--- src/rtl/muldiv_pkg.sv ---
// Shared types for the iterative multiply/divide unit and the ALU decode tables.
// Holds the operation and FSM-state encodings plus operand helper functions.
// No ports; purely declarations imported by the muldiv RTL.
package muldiv_pkg;

  typedef enum logic [1:0] {
    MD_MULT  = 2'd0,
    MD_MULTU = 2'd1,
    MD_DIV   = 2'd2,
    MD_DIVU  = 2'd3
  } md_op_t;

  typedef enum logic [1:0] {
    MD_IDLE = 2'd0,
    MD_CALC = 2'd1,
    MD_FIX  = 2'd2,
    MD_DONE = 2'd3
  } md_state_t;

  // Widest operand abs_w can handle; the unit's WIDTH must not exceed it.
  localparam int unsigned MD_MAX_W = 64;

  // Two's-complement magnitude of the low w bits of v (upper bits cleared).
  // The most negative value maps onto itself, which reads correctly as unsigned.
  function automatic logic [MD_MAX_W-1:0] abs_w(input logic [MD_MAX_W-1:0] v,
                                                 input int unsigned         w);
    logic [MD_MAX_W-1:0] mask;
    logic [MD_MAX_W-1:0] neg;
    logic                sgn;
    mask = (w >= MD_MAX_W) ? '1 : ((64'd1 << w) - 64'd1);
    sgn  = |(v & (64'd1 << (w - 1)));
    neg  = ~v + 64'd1;
    return (sgn ? neg : v) & mask;
  endfunction

  function automatic logic is_signed_op(input md_op_t op);
    return (op == MD_MULT) || (op == MD_DIV);
  endfunction

  function automatic logic is_div_op(input md_op_t op);
    return (op == MD_DIV) || (op == MD_DIVU);
  endfunction

endpackage

--- src/rtl/muldiv_iter_unit_div_step.sv ---
// div_step: one restoring radix-2 division step on a packed {rem,quo} register.
// Latency: combinational. Backpressure: none, pure function of its inputs.
// Ports: remquo_i {rem,quo} in, divisor_i divisor, remquo_o {rem,quo} after one step.
module div_step #(
  parameter int unsigned WIDTH = 32
) (
  input  logic [2*WIDTH-1:0] remquo_i,
  input  logic [WIDTH-1:0]   divisor_i,
  output logic [2*WIDTH-1:0] remquo_o
);

  logic [WIDTH:0]   rem_sh;
  logic [WIDTH:0]   diff;
  logic [WIDTH-1:0] rem_nxt;
  logic [WIDTH-1:0] quo_nxt;

  // Since rem < divisor on entry, rem_sh < 2*divisor, so a (WIDTH+1)-bit
  // difference never overflows and its MSB is a clean "negative" flag.
  always_comb begin
    rem_sh  = remquo_i[2*WIDTH-1:WIDTH-1];
    diff    = rem_sh - {1'b0, divisor_i};
    rem_nxt = diff[WIDTH] ? rem_sh[WIDTH-1:0] : diff[WIDTH-1:0];
    quo_nxt = {remquo_i[WIDTH-2:0], ~diff[WIDTH]};
    remquo_o = {rem_nxt, quo_nxt};
  end

endmodule

--- src/rtl/muldiv_iter_unit.sv ---
// muldiv_iter_unit: multi-cycle MULT/MULTU/DIV/DIVU engine producing the {HI,LO} write value.
// Latency: start in cycle 0 -> done_o in cycle WIDTH+2 (cycle 3 for single-step multiply).
// Backpressure: start_i taken only in IDLE/DONE; stall_o holds the pipe; cancel_i aborts.
// Ports: clk, resetn (async low); start_i/op_i/srca_i/srcb_i request; cancel_i flush;
//        busy_o (CALC/FIX), done_o (1-cycle pulse), res_o {HI,LO}, stall_o to hazard unit.
module muldiv_iter_unit
  import muldiv_pkg::*;
#(
  parameter int unsigned WIDTH    = 32,
  parameter int unsigned MUL_ITER = 1
) (
  input  logic               clk,
  input  logic               resetn,
  input  logic               start_i,
  input  md_op_t             op_i,
  input  logic [WIDTH-1:0]   srca_i,
  input  logic [WIDTH-1:0]   srcb_i,
  input  logic               cancel_i,
  output logic               busy_o,
  output logic               done_o,
  output logic [2*WIDTH-1:0] res_o,
  output logic               stall_o
);

  localparam int unsigned W2 = 2 * WIDTH;
  localparam int unsigned CW = $clog2(WIDTH + 1);

  md_state_t       state_q, state_d;
  md_op_t          op_q, op_d;
  logic [WIDTH-1:0] a_q, a_d;
  logic [WIDTH-1:0] b_q, b_d;
  // sign_quo: quotient/product must be negated; sign_rem: remainder follows dividend.
  logic            sign_quo_q, sign_quo_d;
  logic            sign_rem_q, sign_rem_d;
  // acc holds {hi,lo} for multiply and {rem,quo} for divide.
  logic [W2-1:0]   acc_q, acc_d;
  logic [CW-1:0]   cnt_q, cnt_d;
  logic [W2-1:0]   res_q, res_d;

  logic            start_ok;
  logic            signed_in;
  logic [WIDTH-1:0] a_abs;
  logic [WIDTH-1:0] b_abs;
  logic [WIDTH:0]  mul_sum;
  logic [W2-1:0]   mul_next;
  logic [W2-1:0]   mul_full;
  logic [W2-1:0]   div_next;
  logic [WIDTH-1:0] fix_hi;
  logic [WIDTH-1:0] fix_lo;
  logic [W2-1:0]   fix_res;

  div_step #(
    .WIDTH(WIDTH)
  ) u_div_step (
    .remquo_i (acc_q),
    .divisor_i(b_q),
    .remquo_o (div_next)
  );

  // Operand conditioning and datapath steps.
  always_comb begin
    signed_in = is_signed_op(op_i);
    a_abs     = WIDTH'(abs_w(MD_MAX_W'(srca_i), WIDTH));
    b_abs     = WIDTH'(abs_w(MD_MAX_W'(srcb_i), WIDTH));

    // Shift-add: the multiplier sits in the low half and is consumed LSB first
    // while partial sums enter at the top and shift down with it.
    mul_sum  = {1'b0, acc_q[W2-1:WIDTH]} + (acc_q[0] ? {1'b0, a_q} : '0);
    mul_next = {mul_sum, acc_q[WIDTH-1:1]};
    mul_full = {{WIDTH{1'b0}}, a_q} * {{WIDTH{1'b0}}, b_q};

    fix_hi = acc_q[W2-1:WIDTH];
    fix_lo = acc_q[WIDTH-1:0];
    if (is_div_op(op_q)) begin
      if (sign_rem_q) fix_hi = -acc_q[W2-1:WIDTH];
      if (sign_quo_q) fix_lo = -acc_q[WIDTH-1:0];
      fix_res = {fix_hi, fix_lo};
    end else begin
      fix_res = sign_quo_q ? -acc_q : acc_q;
    end
  end

  // Next-state and register updates.
  always_comb begin
    state_d    = state_q;
    op_d       = op_q;
    a_d        = a_q;
    b_d        = b_q;
    sign_quo_d = sign_quo_q;
    sign_rem_d = sign_rem_q;
    acc_d      = acc_q;
    cnt_d      = cnt_q;
    res_d      = res_q;

    start_ok = start_i && !cancel_i && ((state_q == MD_IDLE) || (state_q == MD_DONE));

    case (state_q)
      MD_IDLE, MD_DONE: begin
        if (start_ok) begin
          op_d       = op_i;
          a_d        = signed_in ? a_abs : srca_i;
          b_d        = signed_in ? b_abs : srcb_i;
          sign_quo_d = signed_in & (srca_i[WIDTH-1] ^ srcb_i[WIDTH-1]);
          sign_rem_d = signed_in & srca_i[WIDTH-1];
          // Divide starts with rem=0, quo=dividend; multiply with hi=0, lo=multiplier.
          acc_d      = is_div_op(op_i) ? {{WIDTH{1'b0}}, a_d} : {{WIDTH{1'b0}}, b_d};
          cnt_d      = (!is_div_op(op_i) && (MUL_ITER == 0)) ? CW'(1) : CW'(WIDTH);
          state_d    = MD_CALC;
        end else begin
          state_d = MD_IDLE;
        end
      end
      MD_CALC: begin
        if (is_div_op(op_q)) begin
          acc_d = div_next;
        end else if (MUL_ITER == 0) begin
          acc_d = mul_full;
        end else begin
          acc_d = mul_next;
        end
        cnt_d = cnt_q - CW'(1);
        if (cnt_q == CW'(1)) state_d = MD_FIX;
      end
      MD_FIX: begin
        res_d   = fix_res;
        state_d = MD_DONE;
      end
      default: state_d = MD_IDLE;
    endcase

    // Flush beats everything: drop the op and keep the last published result.
    if (cancel_i) begin
      state_d = MD_IDLE;
      res_d   = res_q;
    end
  end

  always_ff @(posedge clk or negedge resetn) begin
    if (!resetn) begin
      state_q    <= MD_IDLE;
      op_q       <= MD_MULT;
      a_q        <= '0;
      b_q        <= '0;
      sign_quo_q <= 1'b0;
      sign_rem_q <= 1'b0;
      acc_q      <= '0;
      cnt_q      <= '0;
      res_q      <= '0;
    end else begin
      state_q    <= state_d;
      op_q       <= op_d;
      a_q        <= a_d;
      b_q        <= b_d;
      sign_quo_q <= sign_quo_d;
      sign_rem_q <= sign_rem_d;
      acc_q      <= acc_d;
      cnt_q      <= cnt_d;
      res_q      <= res_d;
    end
  end

  assign busy_o  = (state_q == MD_CALC) || (state_q == MD_FIX);
  assign done_o  = (state_q == MD_DONE);
  assign res_o   = res_q;
  assign stall_o = (start_i | busy_o) & ~done_o & ~cancel_i;

endmodule
--- config.mk ---
export PLATFORM = sky130hd
export DESIGN_NAME = muldiv_iter_unit
export DESIGN_NICKNAME = d
export VERILOG_FILES = /design/src/rtl/muldiv_pkg.sv /design/src/rtl/muldiv_iter_unit_div_step.sv /design/src/rtl/muldiv_iter_unit.sv
export SDC_FILE = /design/constraint.sdc
export NUM_CORES = 1
export LEC_CHECK = 0
export BUFFER_PORTS_ARGS = -buffer_cell sky130_fd_sc_hd__clkbuf_2
export CAP_MARGIN = 25
export CORE_MARGIN = 1
export CORE_UTILIZATION = 47
export CTS_CLUSTER_SIZE = 24
export DETAILED_ROUTE_END_ITERATION = 8
export PLACE_DENSITY_LB_ADDON = 0.15
export SKIP_LAST_GASP = 1
export SLEW_MARGIN = 10
export SYNTH_ARGS = -nofsm -noshare
export SYNTH_HDL_FRONTEND = slang
export SYNTH_SLANG_ARGS = --single-unit
--- constraint.sdc ---
create_clock -name clk -period 5.6 [get_ports clk]
set_clock_uncertainty 0.15 [all_clocks]
set_input_delay 0.56 -clock clk [delete_from_list [all_inputs] [get_ports clk]]
set_output_delay 0.56 -clock clk [all_outputs]
set_load 0.03 [all_outputs]
Word-level counts from Yosys, hierarchy flattened
Index checks and enable logic that the tools add are counted.
Word-level totals
  output and inout port bits: 67
  input bits: 70
  logic and storage cells: 73
  bits in registers: 204
Operators by class
  bitwise logic cells: 11
  eq/ne operators: 10
  muxes and demuxes: 20
  $add $sub $neg: 8
  reductions and logical operators: 15
Operator list (count)
  $mux 32: 9
  $mux 64: 4
  $pmux 64 s2: 1
  $add 32x1->32 const B: 2
  $neg 32->32: 2
  $neg 64->64: 1
  $not 32->32: 2
  $add 32x32->33: 1
  $sub 33x32->33: 1
  $eq 2x2->1 const B: 6
  $pmux 6 s2: 1
  $eq 6x1->1 const B: 1
  $mux 6: 1
  $pmux 2 s3: 1
  $reduce_and 2->1: 3
  $sub 6x1->6 const B: 1
  $logic_or 1x1->1: 5
  $and 1x1->1: 4
  $logic_not 2->1: 2
  $mux 2: 2
  $ne 3x3->1 const B: 1
  $not 1->1: 3
  $eq 2x1->1 const B: 1
  $logic_and 1x1->1: 2
  7 further kinds: 7

Depth between registers and ports, before layout
  depth in word-level cells: 7
  depth in mapped cells: 14
  mapped depth without buffers: 13

Modules after synthesis
From an unflattened synthesis, not the netlist that was laid out.
Second synthesis, totals
  cells, all modules: 2009
  area total of the unflattened synthesis: 16363.2 sq um
Modules (own cells, without submodules)
  muldiv_iter_unit: sequential area each 5079.9 sq um, cells each 1673, times used 1, area each 13772.0 sq um
  div_step: sequential area each 0.0 sq um, cells each 336, times used 1, area each 2591.2 sq um

Least setup slack after synthesis
Ideal clock, no wire load.
  path kind: reg2reg
  from: register acc_q[32]
  to: register acc_q[58]
  path slack: 2.225 ns
  arrival: 3.104 ns
  clock period less this slack: 3.375 ns
  stages on the path, launching flop included: 13
  path buffers: 1
  setup time: 0.122 ns
  required time: 5.328 ns
  cell sequence: dfrtp_1 clkbuf_1 inv_1 fa_1 nand2b_1 a21oi_1 o221a_2 a21oi_2 o21ai_2 mux2i_4 nor2_4 or3_1 a32o_1
On the way
  word-level cells in the longest chain between the ends: 4
  elaborated cells between the ends (all ways): 5
  classes of those cells: 2 x add/sub; 3 x mux
Ends and longest elaborated chain
  start, declared: line muldiv_iter_unit.sv:36  | logic [W2-1:0] acc_q, acc_d;
  start signal, assigned: line muldiv_iter_unit.sv:146  | acc_q <= '0;
  start signal, assigned: line muldiv_iter_unit.sv:156  | acc_q <= acc_d;
  $sub 33x32->33: line muldiv_iter_unit_div_step.sv:21  | diff = rem_sh - {1'b0, divisor_i};
  $mux 32: line muldiv_iter_unit_div_step.sv:22  | rem_nxt = diff[WIDTH] ? rem_sh[WIDTH-1:0] : diff[WIDTH-1:0];
  $mux 64 (*): line muldiv_iter_unit.sv:114  | if (is_div_op(op_q)) begin
  $pmux 64 s2 (*): line muldiv_iter_unit.sv:97  | case (state_q)
Mark *: on every way between the ends. The rest lies on a longest branch, timed or not.
A chain may end at the register's enable or synchronous reset.

Worst setup path after layout
  from: register acc_q[32]
  to: register acc_q[46]
Same word-level chain as after synthesis.

==> results.tsv <==
metric	value	unit
status	finished, final reports clean	
Hold Path Class	input port to flop	
RSZ-0062 raised after global routing	no	
EDFF count, synth	0	
Crit. End Element	flop	
Netlist cell types	87	
IO Count	137	
post-CTS resize count	0	
DP HPWL	40020	µm
RR Startpoint	acc_q[32]	
first-pass GRT wire length	80490	µm
Final Hold Slack	136.9	ps
post-synthesis register bit count	203	
Reg clk slew, reported paths	60	ps
DR pass1 iterations	5	
Setup violations, final	0	
Final Max Tran Viols	0	
Vias	14710	
Post-route DRC	0	
DRT Wirelength	52840	µm
largest net degree at the start of global routing	130	
chip height	184.5	µm
Top FF cell, synth	dfrtp_1	
syn nets	2065	
Die W	184.5	µm
Area Growth Syn to Fin	12.29	%
# fillers	3145	
Starting Density	0.4798	
kind of start point of the critical path	flop	
Cell Area, Synth	0.01565	mm²
Yosys top cell area share	0.3246	
initial antenna violation count	1	
PwrDens	643.2	mW/mm²
H-tree depth	1	
syn avg cell area	8.152	µm²
leakage	7.967	nW
Post-CTS Hold Buffers	1	
Max rail drop VDD	295.5	µV
initial drt markers	1232	
Final nets	2130	
full die area	0.03403	mm²
R2R depth	11	
Seq/Total Area, Yosys	0.3246	
Crit Path Max Fanout	27	
R2R setup slack	1300	ps
Data required, critical path	5820	ps
Vias/cell	6.012	
Synth area leader	dfrtp_1	
final hold violations	0	
core area	0.03262	mm²
max_slew headroom	0.3688	
CTS tree	yes	
actual slew at the worst max-slew pin	944.6	ps
Port Buffers	136	
Post-synth ARST share	1.000	
vias in the first global route	13780	
CTS root buf	clkbuf_16	
worst reg2reg endpoint	acc_q[46]	
WHS Path Cells	2	
GRT Util Overall	0.3095	
DR WL/cell	21.60	µm
cell row count	66	
Post-CTS Setup Inserts	0	
GP Congestion	1.025	
final setup TNS	0	ps
CP Data Arrival Time	4520	ps
max cap viols	0	
YS warnings	0	
clock latency on the worst-skew pair	540	ps
FMAX	232.7	MHz
hold wc startpoint	cancel_i	
WHS Endpoint	state_q[1]	
worst setup path startpoint	acc_q[32]	
CTS Buf Count	25	
CTS sink count	203	
worst setup margin	1303	ps
dpl ws	1362	ps
post-layout min period	4297	ps
antenna-violating nets left	0	
layout cells sized above 1	0.1283	
top post-synthesis cells by area	dfrtp_1, o21ai_0, ha_1	
Final period util	0.7673	
Synth Instances	1920	
kind of critical path	flop to flop	
Congestion Overflow GR	0	
Longest Clk Path Bufs	3	
flip-flops by register name, indices dropped and copies added, names as in the netlist:
signal / cells
acc_q: 64
res_o: 64
a_q: 32
b_q: 32
cnt_q: 6
state_q: 2
op_q: 1
sign_quo_q: 1
sign_rem_q: 1
critical path: stages, from the launching register on:
cell      delay, ps
dfrtp_1         670
inv_1           280
fa_1            460
nand2b_1        200
a21oi_1         300
o221a_2         350
a21oi_2         100
o21ai_2         240
mux2i_4         170
nor2_4          770
mux2i_1         290
o221ai_1        150
final cells by class:
cell class | instances | area [µm²] | share of cell area
flip-flops and latches | 203 | 5081 | 0.2891
well taps | 442 | 553.0 | 0.03147
clock inverters | 14 | 211.5 | 0.01203
diodes | 1 | 2.502 | 0.0001424
clock buffers | 31 | 708.2 | 0.04030
repair buffers | 157 | 882.1 | 0.05019
inverters | 66 | 247.7 | 0.01410
multi-input cells | 1532 | 9888 | 0.5626
per-stage QoR:
| step | power (mW) | utilization | cells | area (µm²) |
|---|---|---|---|---|
| floorplan | 7.488 | - | 1920 | 15650 |
| global placement | 9.316 | 0.5094 | 2398 | 16610 |
| detailed placement | 9.395 | 0.5094 | 2398 | 16610 |
| CTS | 11.24 | 0.5379 | 2444 | 17540 |
| global route | 12.10 | 0.5387 | 2445 | 17570 |
| finish | 11.30 | 0.5388 | 2446 | 17570 |
routing by layer:
metal  up-vias  track usage  wire, µm  part of all wire
met5         -            0        12           0.00023
met4         2       0.1237      2080             0.039
met3       105      0.02964      2664             0.050
met2       514       0.5042     24590              0.47
met1      7067       0.4211     23490              0.44
li1       7017            -         -                 -
cells in the final DEF (no fill, tap or decap), types with 24 or more instances in the layout:
cell type / instances
nor3_1: 35
dfrtp_1: 202
ha_1: 73
xor2_1: 86
clkbuf_16: 25
a21oi_1: 163
a211oi_1: 24
o21ai_0: 213
mux2i_1: 45
o31ai_1: 28
nor2_1: 133
nand2_1: 230
xnor2_1: 90
nand3_1: 29
inv_1: 65
clkbuf_2: 135
and2_1: 32
a21o_1: 32
logic make-up (layout without fill, tap and decap cells):
kind of cell / Yosys count / in the layout / share of synthesized area
AOI/OAI and AO/OA: 613 / 613 / 0.2401
and+or+nand+nor: 603 / 603 / 0.1867
DFF: 203 / 203 / 0.3246
buffers and inverters: 185 / 268 / 0.04541
xor gates and xnor gates: 176 / 176 / 0.09849
adders and majority gates: 75 / 75 / 0.06092
muxes: 65 / 65 / 0.04389
other: 0 / 1 / 0
worst max path at each step:
stage | slack, ps | depth (start not counted) | end
after global routing | 1040 | 11 | acc_q[35]
final | 1300 | 11 | acc_q[46]
after CTS | 1350 | 11 | acc_q[46]
after floorplan | 2220 | 12 | acc_q[58]
after detailed placement | 1360 | 11 | acc_q[46]
after global placement | 1420 | 11 | acc_q[0]
where the power goes:
| part | switching, mW | total (mW) | internal (mW) | leakage, nW |
|---|---|---|---|---|
| combinational | 4.17 | 6.54 | 2.37 | 4.98 |
| clock | 0.684 | 1.81 | 1.12 | 0.438 |
| sequential | 0.847 | 2.96 | 2.11 | 2.55 |
| total | 5.70 | 11.3 | 5.60 | 7.97 |
synthesized netlist by cell type, drive strengths merged (10+ instances only):
master	number
xnor2	90
ha	73
buf	11
o41ai	14
a21o	32
nor4	19
o21ai	221
and2	35
inv	66
o211ai	14
nor2	136
nand4	10
or3	24
a21oi	164
nand2	230
nor3	37
mux2	19
nor2b	10
a211oi	24
nand3	30
a31oi	16
dfrtp	203
mux2i	46
nand2b	23
clkbuf	108
a22oi	16
xor2	86
o31ai	28
or4	18
No activity file was read; power rests on OpenSTA's default activity.
